===== src/rtl/cpu_pkg.sv =====
// Shared core definitions: memory sequencer state encoding and the reset-time instruction.
package cpu_pkg;

  typedef enum logic [2:0] {
    IDLE   = 3'd0,
    FETCH  = 3'd1,
    EXEC   = 3'd2,
    HALTED = 3'd3,
    ERROR  = 3'd4
  } seq_state_t;

  // addi x0,x0,0
  localparam logic [31:0] NOP_INSTR = 32'h0000_0013;

endpackage


===== src/rtl/bus_timer.sv =====
// Bus wait counter: counts unacknowledged request cycles and flags the cycle
// in which the count would reach TIMEOUT_CYC (TIMEOUT_CYC = 0 never expires).
module bus_timer #(
  parameter int TIMEOUT_CYC = 0
) (
  input  logic clk,
  input  logic nRST,
  input  logic inc,
  input  logic clr,
  output logic expired
);

  localparam int CW = (TIMEOUT_CYC > 0) ? $clog2(TIMEOUT_CYC + 1) : 1;
  localparam logic [CW-1:0] LAST = CW'((TIMEOUT_CYC > 0) ? TIMEOUT_CYC - 1 : 0);

  logic [CW-1:0] count;

  always_ff @(posedge clk or negedge nRST) begin
    if (!nRST) begin
      count <= '0;
    end else if (clr) begin
      count <= '0;
    end else if (inc) begin
      count <= count + 1'b1;
    end
  end

  // Fires in the wait cycle that takes the count to the limit; an ack that
  // cycle drops inc, so the ack wins.
  assign expired = (TIMEOUT_CYC != 0) && inc && (count == LAST);

endmodule


===== src/rtl/mem_sequencer.sv =====
// Shared memory bus sequencer for the single-cycle core: fetch, optional data
// access, then a one-cycle iready commit.
// Bus handshake: bus_req holds with stable addr/we/wdata/be until the cycle
// bus_ack is high; that cycle completes the access. bus_ack without bus_req is ignored.
module mem_sequencer #(
  parameter int          TIMEOUT_CYC = 0,
  parameter logic [31:0] NOP_INSTR   = cpu_pkg::NOP_INSTR
) (
  input  logic                clk,
  input  logic                nRST,
  input  logic [31:0]         PCaddr,
  output logic [31:0]         instr,
  output logic                iready,
  input  logic                dmem_read,
  input  logic                dmem_write,
  input  logic [31:0]         dmem_addr,
  input  logic [31:0]         dmem_wdata,
  input  logic [3:0]          dmem_be,
  output logic [31:0]         drdata,
  output logic                dvalid,
  input  logic                halt,
  output logic                halted,
  output logic                bus_req,
  output logic                bus_we,
  output logic [31:0]         bus_addr,
  output logic [31:0]         bus_wdata,
  output logic [3:0]          bus_be,
  input  logic [31:0]         bus_rdata,
  input  logic                bus_ack,
  output logic                bus_err,
  output cpu_pkg::seq_state_t seq_state
);

  import cpu_pkg::*;

  seq_state_t state, state_next;
  logic       mem_op;
  logic       instr_load;
  logic       timer_inc;
  logic       timer_clr;
  logic       expired;

  assign mem_op    = dmem_read | dmem_write;
  assign timer_inc = bus_req & ~bus_ack;
  assign timer_clr = bus_ack | (state_next != state);

  bus_timer #(
    .TIMEOUT_CYC(TIMEOUT_CYC)
  ) u_timer (
    .clk    (clk),
    .nRST   (nRST),
    .inc    (timer_inc),
    .clr    (timer_clr),
    .expired(expired)
  );

  always_ff @(posedge clk or negedge nRST) begin
    if (!nRST) begin
      state <= IDLE;
      instr <= NOP_INSTR;
    end else begin
      state <= state_next;
      if (instr_load) instr <= bus_rdata;
    end
  end

  always_comb begin
    state_next = state;
    bus_req    = 1'b0;
    bus_we     = 1'b0;
    bus_addr   = PCaddr;
    bus_wdata  = dmem_wdata;
    bus_be     = 4'hF;
    iready     = 1'b0;
    dvalid     = 1'b0;
    instr_load = 1'b0;
    case (state)
      IDLE: state_next = FETCH;
      FETCH: begin
        bus_req = 1'b1;
        if (bus_ack) begin
          instr_load = 1'b1;
          state_next = EXEC;
        end else if (expired) begin
          state_next = ERROR;
        end
      end
      EXEC: begin
        if (!mem_op) begin
          iready     = 1'b1;
          state_next = halt ? HALTED : FETCH;
        end else begin
          bus_req  = 1'b1;
          bus_we   = dmem_write;
          bus_addr = dmem_addr;
          bus_be   = dmem_be;
          if (bus_ack) begin
            iready     = 1'b1;
            // A simultaneous read+write request is treated as a store.
            dvalid     = dmem_read & ~dmem_write;
            state_next = halt ? HALTED : FETCH;
          end else if (expired) begin
            state_next = ERROR;
          end
        end
      end
      HALTED: state_next = HALTED;
      ERROR:  state_next = ERROR;
      default: state_next = IDLE;
    endcase
  end

  assign halted    = (state == HALTED);
  assign bus_err   = (state == ERROR);
  assign drdata    = bus_rdata;
  assign seq_state = state;

endmodule


===== config.mk =====
export PLATFORM = sky130hd
export DESIGN_NAME = mem_sequencer
export DESIGN_NICKNAME = d
export VERILOG_FILES = /design/src/rtl/cpu_pkg.sv /design/src/rtl/bus_timer.sv /design/src/rtl/mem_sequencer.sv
export SDC_FILE = /design/constraint.sdc
export NUM_CORES = 1
export LEC_CHECK = 0
export ABC_AREA = 1
export ABC_CLOCK_PERIOD_IN_PS = 1500
export BUFFER_PORTS_ARGS = -buffer_cell sky130_fd_sc_hd__buf_2
export CAP_MARGIN = 5
export CORE_AREA = 2 2 108 110
export CTS_CLUSTER_DIAMETER = 80
export DETAILED_ROUTE_END_ITERATION = 8
export DIE_AREA = 0 0 110 112
export GPL_ROUTABILITY_DRIVEN = 0
export PLACE_DENSITY = 0.56
export SYNTH_ARGS = -nofsm -noshare
export SYNTH_HDL_FRONTEND = slang
export SYNTH_SLANG_ARGS = --single-unit
export TNS_END_PERCENT = 5

===== constraint.sdc =====
create_clock -name clk -period 1.5 [get_ports clk]
set_input_delay 0 -clock clk [delete_from_list [all_inputs] [get_ports clk]]
set_output_delay 0 -clock clk [all_outputs]
set_load 0.01 [all_outputs]

Word level (Yosys, flattened, before mapping) --
Cells that the tools add are included.
Storage, ports and cells: memory bits (read-only) 0, output and inout port bits 141, latch bits 0, register bits 35, memories 0, RAM bits 0, word-level logic and storage cells 33, input port bits 138
Operators by class: multiply operators 0, reduce and logical (&&, ||, !) cells 2, equal/unequal tests 6, shifts and indexed selects 0, multiplexer cells 20, bitwise operators 3, magnitude comparators 0, add/sub/neg operators 0, div/mod/pow operators 0
Operator list (count):
- two-way mux 32 bit | 2
- one-hot mux 3 bit (5 select lines) | 1
- two-way mux 1 bit | 10
- two-way mux 3 bit | 3
- two-way mux 4 bit | 2
- == test 3 x 2 -> 1 bit (second input constant) | 2
- == test 3 x 1 -> 1 bit (second input constant) | 1
- == test 3 bit (second input constant) | 1
- logical NOT 3 bit | 1
- != test 3 bit (second input constant) | 1
- two-way mux 2 bit | 1
- != test 2 bit (second input constant) | 1
- one-hot mux 1 bit (2 select lines) | 1
- AND reduction 2 bit | 1
- AND 1 bit | 1
- inverter 1 bit | 1
- bitwise OR 1 bit | 1

Logic depth before layout (Yosys ltp) --
Gate-level depths: netlist of run 1.
depth after elaboration 5, depth in mapped cells 8, mapped depth without buffers 7

By module --
From an unflattened synthesis of run 1, not the netlist that was laid out.
Unflattened totals: cell total of the unflattened synthesis 366, area total of the unflattened synthesis 2491.1 um^2
Modules (own cells, without submodules):
- mem_sequencer | instances 1, cells each 364, area an instance 2479.9 um^2, sequential area each 879.6 um^2
- bus_timer | instances 1, cells each 2, area an instance 11.3 um^2, sequential area each 0.0 um^2

Worst setup path before layout of run 1 --
Ideal clock, no wire load.
path kind register to register, from register state[1], in the netlist seq_state[1], to register state[1], in the netlist seq_state[1], arrival 1.151 ns, setup slack 0.230 ns, library setup time 0.118 ns, clock period less this slack 1.270 ns, stages on the path, launching flop included 9, buffers on the path 1, data required time 1.382 ns, cells stage by stage dfrtp_1 > inv_2 > nor2_4 > nand3_2 > buf_2 > nand2_1 > nand2_1 > nand2_1 > nand2_1
Between the ends: longest elaborated chain between the ends 3, elaborated cells on any way between the ends 9, classes of those cells eq/ne (6); mux (1); reduce/logical (2)
Ends and longest elaborated chain:
- from (decl) | line mem_sequencer.sv:36 | seq_state_t state, state_next;
- from (signal assigned) | line mem_sequencer.sv:62 | state <= state_next;
- == test 3 x 2 -> 1 bit / == test 3 x 1 -> 1 bit (equally long branches) | line mem_sequencer.sv:77 | case (state)
- != test 3 bit (no line) / != test 2 bit (equally long branches)
- AND reduction 2 bit (no line)
Parallel ways exist; a longest one is shown, timed or not. A chain may end at the register's enable or synchronous reset.

Worst setup path in the final report of run 1 --
from register state[1], in the netlist seq_state[1], to output port bus_be[3]
Between the ends: longest elaborated chain between the ends 2
Ends and longest elaborated chain:
- == test 3 x 2 -> 1 bit | line mem_sequencer.sv:77
- two-way mux 4 bit | line mem_sequencer.sv:77
- to (decl) | line mem_sequencer.sv:27 | output logic [3:0] bus_be,
Every way passes these cells.

==> reports/metrics.yaml, run 1 <==
run_status: "completed"
synthesis.area_sq_um: 2450
final_min_period_over_clock_period: 0.990
drt.antenna.violating_nets: 0
p_leak_nw: 2.23
final_max_slew_viol_count: 0
grt_max_degree: 65
hp-start: "dmem_wdata[28]"
worstPathArrival_ns: 1.49
post-synth-top-area-cell: "dfrtp_1"
routed-via-count: 2673
power_density_over_the_cells_nw_per_um2: 1430
worstHoldPathCells: 0
drc: 0
routed_wire_length_per_instance_um: 12.6
cp_data_required_time_ns: 1.50
post-dp-hpwl_mm: 6.36
route.detailed.vias_per_inst: 3.99
synth_warnings: 0
total_wirelength_mm: 8.41
grtUsageMet3: 0.0310
cts_inserted_buffers: 5
placement.io_buffers: 214
globalRouteOverflowTotal: 0
fp.dieArea_sq_um: 12300
timing.hold.ws_ns: 0.0000131
syn_nets: 477
grtUsageTotal: 0.124
synthDominantCellAreaShare: 0.327
floorplan.initialDensity: 0.219
placedCellCount: 624
grt_util_met2: 0.234
timing.final.setup_violations: 0
worst_slew_pin_slew_ns: 0.451
critPathMaxFanout: 28
synth-seq-cells: 35
vias_in_the_first_global_route: 2406
non_filler_instances: 670
tritoncts_num_sinks: 35
yosysSeqAreaShare: 0.360
critical_path_class: "flip-flop to primary output"
min_path_type: "primary input to primary output"
synth_cells: 339
critPathLaunchType: "flip-flop"
clkSlewWorstSetupHoldPaths_ns: 0.05
initial_antenna_violation_count: 0
reg2reg_to: "instr[7]$_DFFE_PN0P_"
synth.lib_cells_used.distinct: 22
maxClockFrequency_mhz: 673
clock_latency_ns: 0.28
drive_gt1_frac: 0.472
slew_headroom: 0.699
floorplan.rows: 39
max_h_tree_level: 2
fillCellCount: 1166
final.min_clock_period_ns: 1.49
drv.max_cap_violation_count: 0
area_delta_synth_final_pct: 52.3
r2r_cells: 6
hold_end: "bus_wdata[28]"
vdd.ir_drop.worst_v: 0.000878
unrepaired_setup_endpoints_after_global_routing: "true"
first_iter_violations: 95
placeableCoreArea_sq_um: 11200
ff2ff_setup_slack_ns: 0.17
number_of_flops_mapped_to_enable_cells_by_yosys: 0
postSynth.topFlopCell: "dfrtp_1"
num_io_pins: 279
fin_skew_ns: 0.00399
antenna-diode-count: 0
netlist_top_cells_count: "nand2_1 (136), buf_4 (64), inv_1 (37)"
chipHeight_um: 112
groute.layer.met1.usage: 0.135
ctsRootBufferMaster: "clkbuf_16"
globalRoute.busiestLayer: "met2"
timing.critical_path.to_type: "primary output"
cts_max_path_buffers: 2
yosysMostFrequentCell: "nand2_1"
drt_first_pass_iters: 5
die-width_um: 110
synth.area.top_cells: "dfrtp_1 (33%), nand2_1 (21%), buf_4 (20%)"
rr_startpoint: "seq_state[2]$_DFFE_PN0P_"
design.final.nets: 664
finalHoldViolations: 0
wire_length_of_the_first_global_routing_pass_mm: 11.8
avgSynthCellArea_sq_um: 7.22
synthArstFlopShare: 1.00
cts_tree: "built"
## layout by cell type (no fill, tap or decap), drive strengths merged
master,Yosys,routed
a21oi,1,1
a31oi,1,1
buf,77,224
clkbuf,0,7
clkinv,0,1
dfrtp,32,32
dfstp,3,3
dlygate4sd3,0,33
inv,40,40
nand2,136,136
nand3,2,2
nand4,1,1
nor2,5,5
nor3,3,3
nor4,1,1
o21ai,33,33
or2,4,4
## routing by layer
metal,up-vias,share of wire
li1,1333,-
met4,0,0.017
met3,13,0.11
met2,184,0.51
met1,1143,0.37
met5,-,0
## cell type report
class                   instances  area [sq um]  area share
clock inverters                 1          8.76     0.00235
well taps                     143           179      0.0480
flip-flops and latches         35           882       0.237
repair buffers                257          1530       0.410
multi-input cells             187           828       0.222
inverters                      40           155      0.0417
clock buffers                   7           143      0.0383
## per-stage QoR
stage / util / total power, mW / area (sq um) / setup TNS, ns / worst slack, ns
finish: 0.333 / 5.34 / 3720 / 0 / 0.0143
global route: 0.333 / 5.80 / 3720 / -1.27 / -0.0742
CTS: 0.333 / 5.41 / 3720 / -0.00232 / -0.00141
detailed placement: 0.282 / 4.13 / 3160 / 0 / 0.153
global placement: 0.282 / 4.08 / 3160 / 0 / 0.214
floorplan: - / 3.24 / 2450 / 0 / 0.230
## registers in the layout (all words and copies together), names as in the netlist
signal	cells
seq_state	3
instr	32
## where the power goes
part / switching (mW) / total, mW / internal (mW) / leakage (nW)
clock network: 0.392 / 1.06 / 0.664 / 0.0741
logic: 1.44 / 2.60 / 1.16 / 1.73
registers: 0.241 / 1.68 / 1.44 / 0.424
## how the worst max path moves through the flow
stage / startpoint / end / depth (start not counted)
3_5_place_dp: seq_state[1]$_DFFE_PN0P_ / bus_be[3] / 6
2_1_floorplan: seq_state[1]$_DFFE_PN0P_ / seq_state[1]$_DFFE_PN0P_ / 8
3_3_place_gp: seq_state[1]$_DFFE_PN0P_ / bus_be[1] / 6
6_report: seq_state[1]$_DFFE_PN0P_ / bus_be[3] / 6
4_1_cts: seq_state[1]$_DFFE_PN0P_ / bus_be[3] / 6
5_1_grt: seq_state[1]$_DFFE_PN0P_ / bus_addr[9] / 8
## cell families after synthesis
group                  synth area share
AOI/OAI and AO/OA                0.0798
buffers and inverters             0.307
DFF                               0.360
and+or+nand+nor                   0.253
## worst max-delay path: stages (launching register included)
cell and delay, ns:
dfrtp_1 0.36, inv_2 0.06, nor2_4 0.13, nand3_4 0.11
buf_8 0.18, or2_1 0.23, buf_2 0.14
## repair_timing
| action | CTS | global route |
|---|---|---|
| gates resized for setup | 8 | 1 |
| pin swaps | 1 | 0 |
| endpoints found under the setup margin | 36 | 37 |
| buffers inserted | 4 | 0 |
| hold buffers | 33 | 0 |
| hold endpoints to repair | 64 | 0 |
| gates cloned | 1 | 0 |
Note: power is estimated with default switching activity, not from simulation.
==> inputs of run 2 (changes only) <==
==> constraint.sdc (replaced) <==
create_clock -name clk -period 1.5 [get_ports clk]
set_input_delay 0.225 -clock clk [delete_from_list [all_inputs] [get_ports clk]]
set_output_delay 0.225 -clock clk [all_outputs]
set_load 0.01 [all_outputs]
==> reports/metrics.yaml, run 2 (synthesis gave the netlist of run 1 again) <==
final_min_period_over_clock_period: 1.15  # +0.157
slew_headroom: 0.705  # +0.00604
power_density_over_the_cells_nw_per_um2: 1520  # +5.8%
final.min_clock_period_ns: 1.72  # +0.236 ns
worstPathArrival_ns: 1.50  # about the same
cts_tree: "built"
placeableCoreArea_sq_um: 11200  # unchanged
tritoncts_num_sinks: 35  # unchanged
drv.max_cap_violation_count: 0  # unchanged
fp.dieArea_sq_um: 12300  # unchanged
floorplan.initialDensity: 0.219  # unchanged
area_delta_synth_final_pct: 42.6
timing.critical_path.to_type: "primary output"
cpMaxStageDelayCell: "dfrtp_1"
unrepaired_setup_endpoints_after_global_routing: "true"
wire_length_of_the_first_global_routing_pass_mm: 11.2  # -5.3%
most-common-layout-cells: "buf_2 (210), nand2_1 (127), inv_1 (37)"
grtUsageTotal: 0.118  # -0.00638
cp_data_required_time_ns: 1.27  # -0.23 ns
timing.final.setup_violations: 37  # +37
routed_wire_length_per_instance_um: 12.4  # -1.3%
chipHeight_um: 112  # unchanged
worst_slew_pin_slew_ns: 0.442  # -0.00906 ns
drc: 0  # unchanged
vias_in_the_first_global_route: 2395  # -0.46%
die-width_um: 110  # unchanged
largest_register_ffs: 32  # unchanged
fin_util: 0.312  # -0.0213
critical_path_class: "flip-flop to primary output"
maxClockFrequency_mhz: 581  # -14%
vdd.ir_drop.worst_v: 0.000952  # +8.5%
placement.io_buffers: 214  # unchanged
drt.antenna.violating_nets: 0  # unchanged
ctsRootBufferMaster: "clkbuf_16"
route.detailed.vias_per_inst: 3.95  # -0.99%
clkSlewWorstSetupHoldPaths_ns: 0.05  # about the same
critPathLaunchType: "flip-flop"
cts_max_path_buffers: 2  # unchanged
drt_first_pass_iters: 4  # -1
min_path_type: "primary input to flip-flop"
max_stage_delay_on_crit_path_ns: 0.35  # about the same
total_wirelength_mm: 7.93  # -5.8%
layout.cells.most_common: "buf_2"
dpl_cell_area_sq_um: 3180  # +0.87%
critPathMaxFanout: 37  # +32%
post-dp-hpwl_mm: 6.42  # +1.0%
timing.final.ws_setup_ns: -0.221  # -0.236 ns
design.final.nets: 633  # -4.7%
grt_max_degree: 65  # unchanged
clock_latency_ns: 0.27  # about the same
final_design_area_no_fill_sq_um: 3490  # -6.4%
max_h_tree_level: 2  # unchanged
run_status: "finished, violations left"
drive_gt1_frac: 0.520  # +0.0477
routed-via-count: 2528  # -5.4%
num_io_pins: 279  # unchanged
crit_path_cell_trace: "inv_2 > nor2_4 > nand3_4 > buf_12 > or2_1 > buf_2"
p_leak_nw: 2.13  # -4.6%
initial_antenna_violation_count: 1  # +1
floorplan.rows: 39  # unchanged
cts_inserted_buffers: 5  # unchanged
fin_skew_ns: 0.00822  # +0.00423 ns
first_iter_violations: 59  # -38%
regMostFlops: "instr"
preCtsSetupSlack_ns: 0.0769  # -0.0757 ns
final_max_slew_viol_count: 0  # unchanged
violations: "negative setup slack"
globalRouteOverflowTotal: 0  # unchanged
finalHoldViolations: 0  # unchanged
==> run 2: changes by cell type in the layout (fill, tap and decap cells not counted), moves of 4 or more <==
cell and change:
buf_2 -4, buf_6 +4, dlygate4sd3_1 -32, nand2_1 -9, nand2_2 +7
==> run 2: worst max-delay path: cells and delay by family, from the launching register on <==
family | cells | cell delay (ns)
buffers and inverters | 3 | 0.38
flip-flops | 1 | 0.35
AND/OR/NAND/NOR | 3 | 0.49
==> run 2: timing repair <==
item	in CTS	in global routing
endpoints found under the setup margin	38	40
pin swaps	0	2
gates resized for setup	4	17
hold buffers	1	0
setup buffers	0	2
gates cloned	1	1
endpoints found under the hold margin	27	0
==> run 2: report_power, final <==
part,internal [mW],switching (mW)
clock network,0.611,0.361
logic,1.17,1.46
registers,1.44,0.234
==> run 2: cell type report <==
| cell class | count | area, sq um |
|---|---|---|
| fillers | 1202 | 7690 |
| inverters | 40 | 155 |
| multi-input cells | 187 | 866 |
| flip-flops and latches | 35 | 880 |
| clock buffers | 6 | 129 |
| well taps | 143 | 179 |
| repair buffers | 226 | 1260 |
| clock inverters | 2 | 12.5 |
| diodes | 1 | 2.50 |
==> run 2: final timing paths <==
path / to / start / cells after the start / slack, ns
max: bus_be[0] / seq_state[1]$_DFFE_PN0P_ / 6 / -0.22
min: instr[4]$_DFFE_PN1P_ / bus_rdata[4] / 3 / 0.17
max reg2reg: instr[12]$_DFFE_PN0P_ / seq_state[2]$_DFFE_PN0P_ / 6 / 0.17
min reg2reg: instr[4]$_DFFE_PN1P_ / instr[4]$_DFFE_PN1P_ / 2 / 0.48
max in group asynchronous: instr[1]$_DFFE_PN1P_ / nRST / 3 / 0.63
min in group asynchronous: instr[18]$_DFFE_PN0P_ / nRST / 3 / 0.52
==> run 2: routing by layer <==
metal | global-route usage | vias to the layer above | share of wire
li1 | - | 1263 | -
met3 | 0.0345 | 10 | 0.11
met4 | 0.0371 | 0 | 0.017
met5 | 0 | - | 0
met2 | 0.217 | 182 | 0.50
met1 | 0.127 | 1073 | 0.37
==> run 2: metrics by stage <==
step           hold WS, ns  instances  TNS, ns  power, mW
4_1_cts              0.165        636    -6.23       5.25
3_3_place_gp         0.289        626        0       4.11
6_report             0.169        640    -5.71       5.29
2_1_floorplan      -0.0706        339        0       3.24
3_5_place_dp         0.287        626        0       4.17
5_1_grt              0.170        640    -9.87       5.77
